$ cat src/rtl/cnn_acc_pkg.sv
// Shared constants and types for the CNN accelerator output path.
package cnn_acc_pkg;

    localparam int BYTE_W  = 8;
    localparam int WORD_W  = 32;
    localparam int SAT_MAX = 127;
    localparam int SAT_MIN = -128;

    typedef enum logic [2:0] {
        ST_IDLE,
        ST_RUN,
        ST_FLUSH,
        ST_DRAIN,
        ST_DONE
    } ofm_state_t;

endpackage

$ cat src/rtl/ofm_word_fifo.sv
// Synchronous word FIFO between the byte packer and the output memory port.
// DEPTH must be a power of two (>= 2); a pop frees room for a same-cycle push.
module ofm_word_fifo
    import cnn_acc_pkg::*;
#(
    parameter int WIDTH = WORD_W,
    parameter int DEPTH = 4
) (
    input  logic             clk,
    input  logic             rst_n,
    input  logic             push,
    input  logic [WIDTH-1:0] push_data,
    input  logic             pop,
    output logic [WIDTH-1:0] head,
    output logic             full,
    output logic             empty
);

    localparam int PTR_W = $clog2(DEPTH);

    logic [WIDTH-1:0] mem [DEPTH];
    logic [PTR_W-1:0] wr_ptr;
    logic [PTR_W-1:0] rd_ptr;
    logic [PTR_W:0]   count;
    logic             do_push;
    logic             do_pop;

    assign empty   = (count == '0);
    assign full    = (count == (PTR_W+1)'(DEPTH));
    assign do_pop  = pop && !empty;
    assign do_push = push && (!full || do_pop);
    assign head    = mem[rd_ptr];

    // Storage array; contents are don't-care while empty, so no reset.
    always_ff @(posedge clk) begin
        if (do_push) begin
            mem[wr_ptr] <= push_data;
        end
    end

    // Pointer and occupancy bookkeeping.
    always_ff @(posedge clk) begin
        if (!rst_n) begin
            wr_ptr <= '0;
            rd_ptr <= '0;
            count  <= '0;
        end else begin
            if (do_push) begin
                wr_ptr <= wr_ptr + 1'b1;
            end
            if (do_pop) begin
                rd_ptr <= rd_ptr + 1'b1;
            end
            if (do_push && !do_pop) begin
                count <= count + 1'b1;
            end else if (do_pop && !do_push) begin
                count <= count - 1'b1;
            end
        end
    end

endmodule

$ cat src/rtl/ofm_writer.sv
// Output feature-map writer: requantizes two accelerator output ports to
// bytes, packs them little-endian into 32-bit words and streams the words
// to output memory through ofm_word_fifo.
// Build option: define OFM_WRITER_RELU_EN to clamp negative values to zero
// before rounding.
module ofm_writer
    import cnn_acc_pkg::*;
#(
    parameter int DATA_W     = 25,
    parameter int ADDR_W     = 10,
    parameter int FIFO_DEPTH = 4
) (
    input  logic              clk,
    input  logic              rst_n,
    input  logic              start_conv,
    input  logic [4:0]        cfg_shift,
    input  logic [DATA_W-1:0] ofm_port0,
    input  logic [DATA_W-1:0] ofm_port1,
    input  logic              ofm_port0_v,
    input  logic              ofm_port1_v,
    input  logic              end_conv,
    output logic              mem_wr_en,
    output logic [ADDR_W-1:0] mem_wr_addr,
    output logic [WORD_W-1:0] mem_wr_data,
    input  logic              mem_wr_ready,
    output logic              done,
    output logic              overflow
);

    localparam logic signed [DATA_W:0] Q_MAX = (DATA_W+1)'(SAT_MAX);
    localparam logic signed [DATA_W:0] Q_MIN = (DATA_W+1)'(SAT_MIN);

    ofm_state_t        state;
    logic [4:0]        shift_q;
    logic              q0_v, q1_v;
    logic [BYTE_W-1:0] q0_b, q1_b;
    logic [1:0]        byte_cnt;
    logic [WORD_W-1:0] acc;
    logic              pend_v;
    logic [WORD_W-1:0] pend_w;
    logic [WORD_W-1:0] nxt_acc;
    logic [1:0]        nxt_cnt;
    logic              word_done;
    logic [WORD_W-1:0] done_word;
    logic              fifo_full, fifo_empty;
    logic [WORD_W-1:0] fifo_head;
    logic              start_ok, accept, pop, q_empty, flush_partial;

    // ReLU (optional), round half up, arithmetic shift, saturate to int8.
    function automatic logic [BYTE_W-1:0] quantize(
        input logic [DATA_W-1:0] v,
        input logic [4:0]        s
    );
        logic signed [DATA_W:0] x;
        logic signed [DATA_W:0] rnd;
        logic [BYTE_W-1:0]      res;
        x = {v[DATA_W-1], v};
`ifdef OFM_WRITER_RELU_EN
        if (x[DATA_W]) begin
            x = '0;
        end
`endif
        rnd = '0;
        if (s != 5'd0) begin
            rnd = (DATA_W+1)'(1) << (s - 5'd1);
        end
        x = x + rnd;
        x = x >>> s;
        if (x > Q_MAX) begin
            res = BYTE_W'(SAT_MAX);
        end else if (x < Q_MIN) begin
            res = BYTE_W'(SAT_MIN);
        end else begin
            res = x[BYTE_W-1:0];
        end
        return res;
    endfunction

    assign start_ok      = start_conv && (state == ST_IDLE || state == ST_DONE);
    assign accept        = (state == ST_RUN);
    assign q_empty       = !q0_v && !q1_v;
    assign flush_partial = (state == ST_FLUSH) && q_empty && (byte_cnt != 2'd0);
    assign mem_wr_en     = !fifo_empty;
    assign mem_wr_data   = fifo_empty ? '0 : fifo_head;
    assign pop           = mem_wr_en && mem_wr_ready;

    // Quantize stage: one registered byte per port.
    always_ff @(posedge clk) begin
        if (!rst_n) begin
            q0_v <= 1'b0;
            q1_v <= 1'b0;
            q0_b <= '0;
            q1_b <= '0;
        end else begin
            q0_v <= ofm_port0_v && accept;
            q1_v <= ofm_port1_v && accept;
            q0_b <= quantize(ofm_port0, shift_q);
            q1_b <= quantize(ofm_port1, shift_q);
        end
    end

    // Byte placement: port0 before port1; at most one word completes per cycle.
    always_comb begin
        nxt_acc   = acc;
        nxt_cnt   = byte_cnt;
        word_done = 1'b0;
        done_word = '0;
        if (q0_v) begin
            nxt_acc[{nxt_cnt, 3'b000} +: BYTE_W] = q0_b;
            if (nxt_cnt == 2'd3) begin
                word_done = 1'b1;
                done_word = nxt_acc;
                nxt_acc   = '0;
            end
            nxt_cnt = nxt_cnt + 2'd1;
        end
        if (q1_v) begin
            nxt_acc[{nxt_cnt, 3'b000} +: BYTE_W] = q1_b;
            if (nxt_cnt == 2'd3) begin
                word_done = 1'b1;
                done_word = nxt_acc;
                nxt_acc   = '0;
            end
            nxt_cnt = nxt_cnt + 2'd1;
        end
    end

    // Packer state and the one-cycle pending word feeding the FIFO.
    // acc is zeroed whenever a word leaves, so a flushed partial is already padded.
    always_ff @(posedge clk) begin
        if (!rst_n) begin
            acc      <= '0;
            byte_cnt <= '0;
            pend_v   <= 1'b0;
            pend_w   <= '0;
        end else if (start_ok) begin
            acc      <= '0;
            byte_cnt <= '0;
            pend_v   <= 1'b0;
        end else begin
            pend_v <= word_done || flush_partial;
            if (word_done) begin
                pend_w <= done_word;
            end else if (flush_partial) begin
                pend_w <= acc;
            end
            if (flush_partial) begin
                acc      <= '0;
                byte_cnt <= '0;
            end else begin
                acc      <= nxt_acc;
                byte_cnt <= nxt_cnt;
            end
        end
    end

    ofm_word_fifo #(
        .WIDTH (WORD_W),
        .DEPTH (FIFO_DEPTH)
    ) u_fifo (
        .clk       (clk),
        .rst_n     (rst_n),
        .push      (pend_v),
        .push_data (pend_w),
        .pop       (pop),
        .head      (fifo_head),
        .full      (fifo_full),
        .empty     (fifo_empty)
    );

    // Layer sequencing, write address, done pulse and sticky overflow.
    always_ff @(posedge clk) begin
        if (!rst_n) begin
            state       <= ST_IDLE;
            shift_q     <= '0;
            done        <= 1'b0;
            overflow    <= 1'b0;
            mem_wr_addr <= '0;
        end else begin
            done <= 1'b0;
            if (pop) begin
                mem_wr_addr <= mem_wr_addr + 1'b1;
            end
            if (pend_v && fifo_full && !pop) begin
                overflow <= 1'b1;
            end
            if (start_ok) begin
                shift_q     <= cfg_shift;
                overflow    <= 1'b0;
                mem_wr_addr <= '0;
                state       <= ST_RUN;
            end else begin
                case (state)
                    ST_IDLE:  state <= ST_IDLE;
                    ST_RUN:   if (end_conv) state <= ST_FLUSH;
                    ST_FLUSH: if (q_empty && byte_cnt == 2'd0 && !pend_v) state <= ST_DRAIN;
                    ST_DRAIN: begin
                        if (fifo_empty) begin
                            state <= ST_DONE;
                            done  <= 1'b1;
                        end
                    end
                    ST_DONE:  state <= ST_IDLE;
                    default:  state <= ST_IDLE;
                endcase
            end
        end
    end

endmodule
$ cat config.mk
export PLATFORM = sky130hd
export DESIGN_NAME = ofm_writer
export DESIGN_NICKNAME = d
export VERILOG_FILES = /design/src/rtl/cnn_acc_pkg.sv /design/src/rtl/ofm_word_fifo.sv /design/src/rtl/ofm_writer.sv
export SDC_FILE = /design/constraint.sdc
export NUM_CORES = 1
export LEC_CHECK = 0
export ABC_CLOCK_PERIOD_IN_PS = 16780
export CORE_ASPECT_RATIO = 0.7
export CORE_UTILIZATION = 40
export CTS_CLUSTER_DIAMETER = 50
export DETAILED_ROUTE_END_ITERATION = 7
export SYNTH_ARGS = -nofsm -noshare
export SYNTH_HDL_FRONTEND = slang
export SYNTH_HIERARCHICAL = 1
export SYNTH_SLANG_ARGS = --single-unit
$ cat constraint.sdc
create_clock -name clk -period 16.78 [get_ports clk]
set_input_delay 3.356 -clock clk [delete_from_list [all_inputs] [get_ports clk]]
set_output_delay 3.356 -clock clk [all_outputs]
set_load 0.01 [all_outputs]
==> reports/metrics.yaml, run 1 <==
netlist-cell-type-count: 109
post_drt_wl_per_cell_um: 24.3
num_cts_buffers: 24
detailroute.via_count: 18800
yosysTopAreaCell: "sky130_fd_sc_hd__edfxtp_1"
setup-violations-final: 0
worst_setup_path_start_kind: "input port"
cp_max_fo: 8
ctsLongestPathBuffers: 3
clk-insertion-delay-late_ns: 0.54
result_of_the_run: "complete, no violations"
grt_pass1_wl_mm: 107
timing.hold.worst.start: "state[2]"
cts_hold_buf: 0
synth_most_common_cell: "sky130_fd_sc_hd__nor2_1"
fp.dieW_um: 264
total_power_consumption_of_the_routed_design_w: 0.00155
postRouteWirelength_mm: 69.7
critical_path_origin: "ofm_port0[0]"
post-route-min-period_ns: 8.37
p_per_area_nw_per_um2: 72.0
ratio_of_cells_with_drive_above_1_in_the_final_layout_pct: 8.79
timing.reg2reg.setup_slack_ns: 9.45
antenna_found_initial: 0
yosys-top-cells-area: "sky130_fd_sc_hd__edfxtp_1 (20%), sky130_fd_sc_hd__dfxtp_1 (12%), sky130_fd_sc_hd__mux4_2 (4.4%)"
insertedDiodeCount: 0
synth_area_per_cell_um2: 8.58
number_of_flops_mapped_to_enable_cells_by_yosys: 128
clock_tree.root_cell: "sky130_fd_sc_hd__clkbuf_16"
finalNetCount: 2360
report.final.hold_viol_count: 0
end_kind: "flip-flop"
timing.rr.start: "shift_q[1]"
synth-seq-area-share_pct: 31.8
synth_top_area_share_pct: 20.0
async_flop_share_pct: 0
p_leak_nw: 7.79
path_cells: "clkdlybuf4s50_1 -> ha_1 -> fa_1 -> a21oi_1 -> o31a_1 -> o32ai_1 -> o311ai_1 -> nand3_1 -> a221oi_2 -> a21oi_1 -> mux4_2 -> or2_1 -> a2111oi_0 -> a31oi_1 -> o21ai_2 -> a31oi_1"
numPortBuffers: 106
rows: 66
dr.pass1.iters: 7
cts.repair.resized: 0
fin_tns_setup_ns: 0
initialDrtViolationCount: 2385
whs_path_depth: 1
postCtsSetupBuffers: 0
placement.setup.worst_slack_ns: 8.04
hpwlAfterDp_mm: 50.0
synth_cells: 2244
slowest_delay_ns: 1.04
netSwitchingFraction_pct: 30.6
ff2ff_path_depth: 20
ys.warnings.count: 6
path_class: "in -> reg"
die_height_um: 186
vdd.ir_drop.worst_v: 0.0000555
antenna_left: 0
netlist_top_cells_count: "sky130_fd_sc_hd__nor2_1 (217), sky130_fd_sc_hd__nand2_1 (207), sky130_fd_sc_hd__a21oi_1 (159), sky130_fd_sc_hd__edfxtp_1 (128), sky130_fd_sc_hd__clkbuf_1 (126)"
worst_path_clk_slew_ns: 0.07
post_synthesis_register_bit_count: 242
cts_tree: "built"
cts.htree.levels: 1
core_area_um2: 47000
die_area_um2: 49000
share_comb_of_total_power_pct: 22.2
viasPerCell: 6.54
grt_start_max_net_pins: 65
initial_utilization_pct: 41.0
p_sw_w: 0.000474
layout_setup_ws_ns: 8.41
max_clk_rate_mhz: 119
finClkSkew_ns: 0.0192
globalplace.congestion: 0.985
grt_setup_unrepaired: "false"
flow.area_growth_from_synthesis_pct: 11.8
number_of_global_route_vias_before_repair: 17400
clkSinkCount: 242
timing_max_transition_violations_final: 0
fin_crit_sh_pct: 49.9
clkPwrFrac_pct: 36.7
post_synthesis_instance_area_um2: 19300
crit_slowest_cell: "sky130_fd_sc_hd__o311ai_1"
timing.hold.worst_endpoint: "state[1]"
boundaryPins: 107
synth_fp_nets: 2359
grt.overflow.total: 0
power_frac_seq_pct: 41.1
layout.filler_cells: 4482
worst_slew_pin_tran_ns: 1.26
synth_flop_type: "sky130_fd_sc_hd__edfxtp_1"
worst_slew_margin_rel_pct: 14.5
cellInternalPower_w: 0.00108
min-delay-path-class: "reg -> reg"
required_ns: 17.18
post-route-drc-count: 0
track_usage_pct: 27.8
rr_endpoint: "q0_b[1]"
worst_ep_arrival_time_ns: 8.77
cap_violations: 0
## area by class of cell
cell class | count | area, um2 | area share [%]
Multi-Input combinational cell | 1759 | 12200 | 56.5
Sequential cell | 242 | 6130 | 28.5
Timing Repair Buffer | 151 | 1390 | 6.47
Tap cell | 612 | 766 | 3.56
Clock buffer | 32 | 641 | 2.97
Inverter | 67 | 251 | 1.17
Clock inverter | 12 | 189 | 0.877
## cells in the final DEF, fill, tap and decap left out, types with 17 or more instances in the layout
cell,netlist,final
sky130_fd_sc_hd__nor2_1,217,216
sky130_fd_sc_hd__nand2_1,207,207
sky130_fd_sc_hd__a21oi_1,159,159
sky130_fd_sc_hd__edfxtp_1,128,128
sky130_fd_sc_hd__o21ai_0,109,109
sky130_fd_sc_hd__dfxtp_1,114,107
sky130_fd_sc_hd__clkdlybuf4s50_1,0,105
sky130_fd_sc_hd__nor2b_1,90,88
sky130_fd_sc_hd__inv_1,65,64
sky130_fd_sc_hd__nor3_1,54,53
sky130_fd_sc_hd__ha_1,50,50
sky130_fd_sc_hd__nand3_1,49,49
sky130_fd_sc_hd__buf_4,1,45
sky130_fd_sc_hd__mux2i_1,41,41
sky130_fd_sc_hd__a211oi_1,38,38
sky130_fd_sc_hd__mux4_2,38,38
sky130_fd_sc_hd__xnor2_1,37,37
sky130_fd_sc_hd__and2_1,35,35
sky130_fd_sc_hd__a31oi_1,35,34
sky130_fd_sc_hd__o211a_1,31,31
sky130_fd_sc_hd__o2bb2ai_1,28,28
sky130_fd_sc_hd__a222oi_1,26,26
sky130_fd_sc_hd__a2bb2oi_1,25,25
sky130_fd_sc_hd__clkbuf_16,0,24
sky130_fd_sc_hd__xor2_1,23,23
sky130_fd_sc_hd__mux2_2,20,20
sky130_fd_sc_hd__nor4_1,19,19
sky130_fd_sc_hd__o211ai_1,19,19
sky130_fd_sc_hd__or3_1,18,18
sky130_fd_sc_hd__nand4_1,18,18
sky130_fd_sc_hd__and3_1,18,18
sky130_fd_sc_hd__a21o_1,17,17
## cell families (layout without fill, tap and decap cells)
kind of cell,Yosys count,after routing,synth area share (%)
XOR/XNOR,62,62,2.93
buffers and inverters,243,262,5.22
multiplexers,99,99,7.74
adder cells (fa/ha/maj),61,61,3.98
AO/OA/AOI/OAI,724,724,27.1
flip-flops,242,242,31.8
AND/OR/NAND/NOR,813,813,21.2
## routing by layer
metal | vias up | share of wire, % | GRT usage, %
met3 | 95 | 12 | 5.97
met2 | 1044 | 39 | 38.4
met1 | 9111 | 48 | 43.8
met4 | 0 | 1.4 | 4.56
li1 | 8552 | - | -
met5 | - | 0 | 0
## sequential cells by signal (all words and copies together) (netlist names), 2 cells and up, named ones only
register	flops
u_fifo/wr_ptr	2
pend_w	32
byte_cnt	2
q1_b	8
u_fifo/count	3
u_fifo/mem	128
state	3
mem_wr_addr	10
shift_q	5
q0_b	8
acc	32
u_fifo/rd_ptr	2
## power by group through the flow
stage / Sequential (W) / Combinational, W / Clock, W
5_1_grt: 0.000638 / 0.000366 / 0.000605
3_5_place_dp: 0.000650 / 0.000329 / 0
3_3_place_gp: 0.000650 / 0.000331 / 0
6_report: 0.000638 / 0.000344 / 0.000569
4_1_cts: 0.000637 / 0.000331 / 0.000580
2_1_floorplan: 0.000638 / 0.000227 / 0
## worst max-delay path: cells and delay by family
kind | cells | cell delay [ns]
buf+inv | 1 | 0.42
mux | 1 | 0.52
fa+ha+maj | 2 | 0.65
simple gates | 2 | 0.51
compound gates | 10 | 3.30
## worst max-delay path by stage
stage               cells after the start  slack (ns)       to
floorplan                              15        9.38  q1_b[6]
finish                                 16        8.41  q0_b[1]
global placement                       16        8.12  q0_b[1]
global route                           16        8.14  q0_b[5]
CTS                                    16        8.58  q0_b[1]
detailed placement                     16        8.04  q0_b[1]
## through the flow
step / instance area, um2 / cells / hold WS (ns) / util [%]
after floorplan: 19300 / 2244 / 0.431 / -
after global placement: 20700 / 2831 / 0.468 / 44.1
after detailed placement: 20700 / 2831 / 0.482 / 44.1
after CTS: 21500 / 2875 / 0.485 / 45.8
after global routing: 21500 / 2875 / 0.526 / 45.8
final: 21500 / 2875 / 0.492 / 45.8
Note: power is estimated with default switching activity, not from simulation.
==> run 2: changes to the inputs <==
- ABC_CLOCK_PERIOD_IN_PS: 16780 -> 7800
- clock period: 16.78 -> 7.8 ns (I/O delays scaled with it)
==> run 2 against run 1 <==
Compared with the run above: largest power group unchanged; die area stayed put; critical path depth rose by 2; cell count rose by 0.31%; cell area up 0.22%; flip-flop and latch count did not move; critical endpoint is now q1_b[0]; largest cell class unchanged; non-clock buffer count up 7.
==> reports/metrics.yaml, run 2 (synthesized netlist as in run 1, its figures left out) <==
track_usage_pct: 28.3  # +0.49 points
layout.cells.most_common: "sky130_fd_sc_hd__nor2_1"
reg_top3: "u_fifo/mem x128, acc x32, pend_w x32"
clk-insertion-delay-late_ns: 0.54  # about the same
min-delay-path-class: "reg -> reg"
clkPwrFrac_pct: 36.1  # -0.6 points
largest_register_ffs: 128  # unchanged
worst_slew_pin_tran_ns: 1.16  # -0.101 ns
cts_tree: "built"
grt_start_max_net_pins: 58  # -11%
cts.htree.levels: 1  # unchanged
die_height_um: 186  # unchanged
path_class: "reg -> reg"
registers.top_by_ff_count: "u_fifo/mem"
utilization_pct: 45.9  # +0.099 points
vdd.ir_drop.worst_v: 0.000130  # +130%
cap_violations: 0  # unchanged
globalplace.congestion: 1.00  # +1.8%
clkSinkCount: 242  # unchanged
p_leak_nw: 7.82  # +0.34%
worst_slew_margin_rel_pct: 21.9  # +7.4 points
boundaryPins: 107  # unchanged
end_kind: "flip-flop"
timing_max_transition_violations_final: 0  # unchanged
ctsLongestPathBuffers: 3  # unchanged
result_of_the_run: "complete, no violations"
cellInternalPower_w: 0.00230  # +110%
num_cts_buffers: 25  # +4.2%
initialDrtViolationCount: 2745  # +15%
postRouteWirelength_mm: 71.4  # +2.4%
post-route-drc-count: 0  # unchanged
post-route-min-period_ns: 6.90
max_clk_rate_mhz: 145
dr.pass1.iters: 8  # +1
fp.dieW_um: 264  # unchanged
p_per_area_nw_per_um2: 154  # +110%
worst_path_clk_slew_ns: 0.06  # about the same
postCtsSetupBuffers: 0  # unchanged
cts.repair.resized: 0  # unchanged
viasPerCell: 6.61  # +1.1%
cts_hold_buf: 0  # unchanged
required_ns: 8.25  # -8.93 ns
ratio_of_cells_with_drive_above_1_in_the_final_layout_pct: 9.11  # +0.32 points
share_comb_of_total_power_pct: 22.3  # about the same
p_sw_w: 0.00102  # +110%
whs_path_depth: 1  # unchanged
report.final.hold_viol_count: 0  # unchanged
clock_tree.root_cell: "sky130_fd_sc_hd__clkbuf_16"
initial_utilization_pct: 41.0  # unchanged
antenna_found_initial: 0  # unchanged
fin_crit_sh_pct: 88.5
grt.overflow.total: 0  # unchanged
rows: 66  # unchanged
die_area_um2: 49000  # unchanged
cp_max_fo: 36  # +28
grt_setup_unrepaired: "false"
ff2ff_path_depth: 18  # -10%
finalNetCount: 2368  # +0.34%
number_of_global_route_vias_before_repair: 17500  # +0.77%
flow.area_growth_from_synthesis_pct: 12.1
antenna_left: 0  # unchanged
layout.filler_cells: 4514  # +0.71%
worst_setup_path_start_kind: "flip-flop"
numPortBuffers: 106  # unchanged
grt_pass1_wl_mm: 108  # +1.2%
fin_tns_setup_ns: 0  # unchanged
setup-violations-final: 0  # unchanged
insertedDiodeCount: 0  # unchanged
hpwlAfterDp_mm: 51.9  # +3.8%
power_frac_seq_pct: 41.6  # +0.5 points
detailroute.via_count: 19100  # +1.5%
mostFrequentLayoutCells: "sky130_fd_sc_hd__nor2_1 (216), sky130_fd_sc_hd__nand2_1 (207), sky130_fd_sc_hd__a21oi_1 (159), sky130_fd_sc_hd__edfxtp_1 (128), sky130_fd_sc_hd__o21ai_0 (109)"
netSwitchingFraction_pct: 30.7  # +0.12 points
register_area_um2: 6130  # unchanged
post_drt_wl_per_cell_um: 24.8  # +2.1%
core_area_um2: 47000  # unchanged
worst_ep_arrival_time_ns: 7.36  # -1.41 ns
finClkSkew_ns: 0.0164  # -0.00280 ns
multi_input_area_um2: 12200  # unchanged
-- run 2: cell count changes in the layout (fill, tap and decap cells not counted) --
cell,before,now
sky130_fd_sc_hd__clkinv_2,3,2
sky130_fd_sc_hd__clkinv_1,3,7
sky130_fd_sc_hd__clkinv_8,1,0
sky130_fd_sc_hd__clkbuf_1,7,4
sky130_fd_sc_hd__inv_8,3,2
sky130_fd_sc_hd__bufinv_16,4,3
sky130_fd_sc_hd__buf_4,45,52
sky130_fd_sc_hd__clkbuf_16,24,25
sky130_fd_sc_hd__inv_6,0,2
sky130_fd_sc_hd__clkinvlp_2,0,2
-- run 2: area by class of cell --
class,count,share of cell area (%)
clock buffers,30,3.03
clock inverters,16,0.783
inverters,67,1.17
multi-input cells,1759,56.3
flip-flops and latches,242,28.4
well taps,612,3.55
repair buffers,158,6.70
-- run 2: worst max-delay path, stage by stage (launching register included) --
cell and delay (ns):
sky130_fd_sc_hd__dfxtp_2 0.84, sky130_fd_sc_hd__nor2b_1 0.25, sky130_fd_sc_hd__nand2_1 0.29, sky130_fd_sc_hd__nor2_1 0.52, sky130_fd_sc_hd__ha_1 0.43, sky130_fd_sc_hd__a21oi_1 0.32
sky130_fd_sc_hd__o22ai_1 0.14, sky130_fd_sc_hd__a311oi_1 0.68, sky130_fd_sc_hd__o2111ai_2 0.35, sky130_fd_sc_hd__a21oi_1 0.37, sky130_fd_sc_hd__xnor2_1 0.24, sky130_fd_sc_hd__mux2i_1 0.22
sky130_fd_sc_hd__a2111oi_4 0.51, sky130_fd_sc_hd__a21oi_1 0.12, sky130_fd_sc_hd__or4_1 0.55, sky130_fd_sc_hd__nor3_1 0.17, sky130_fd_sc_hd__a31oi_1 0.11, sky130_fd_sc_hd__o41a_1 0.54
sky130_fd_sc_hd__a31oi_1 0.17
-- run 2: worst paths after layout --
path,from,to,slack (ns)
max,shift_q[3],q1_b[0],0.90
min,state[2],state[1],0.48
min reg2reg,state[2],state[1],0.48
max reg2reg,shift_q[3],q1_b[0],0.90
-- run 2: power groups by stage --
stage | clock network, W | registers, W | logic [W]
3_5_place_dp | 0 | 0.00141 | 0.000707
4_1_cts | 0.00123 | 0.00138 | 0.000710
5_1_grt | 0.00127 | 0.00138 | 0.000783
6_report | 0.00120 | 0.00138 | 0.000739
2_1_floorplan | 0 | 0.00137 | 0.000488
3_3_place_gp | 0 | 0.00141 | 0.000714
-- run 2: metrics by stage --
stage | area, um2 | power (W) | cells | setup WS [ns] | hold slack (ns)
after floorplan | 19300 | 0.00186 | 2244 | 2.19 | 0.431
after global placement | 20800 | 0.00212 | 2838 | 0.917 | 0.457
after detailed placement | 20800 | 0.00211 | 2838 | 0.956 | 0.474
after CTS | 21600 | 0.00332 | 2884 | 1.10 | 0.483
after global routing | 21600 | 0.00344 | 2884 | 0.575 | 0.523
final | 21600 | 0.00332 | 2884 | 0.900 | 0.478
-- run 2: per-layer routing --
metal	part of all wire [%]	vias up	wire length (um)	global-route usage [%]
li1	-	8577	-	-
met1	47	9269	33600	44.2
met2	40	1149	28300	39.4
met3	12	80	8670	6.59
met4	1.2	0	831	4.05
met5	0	-	0	0
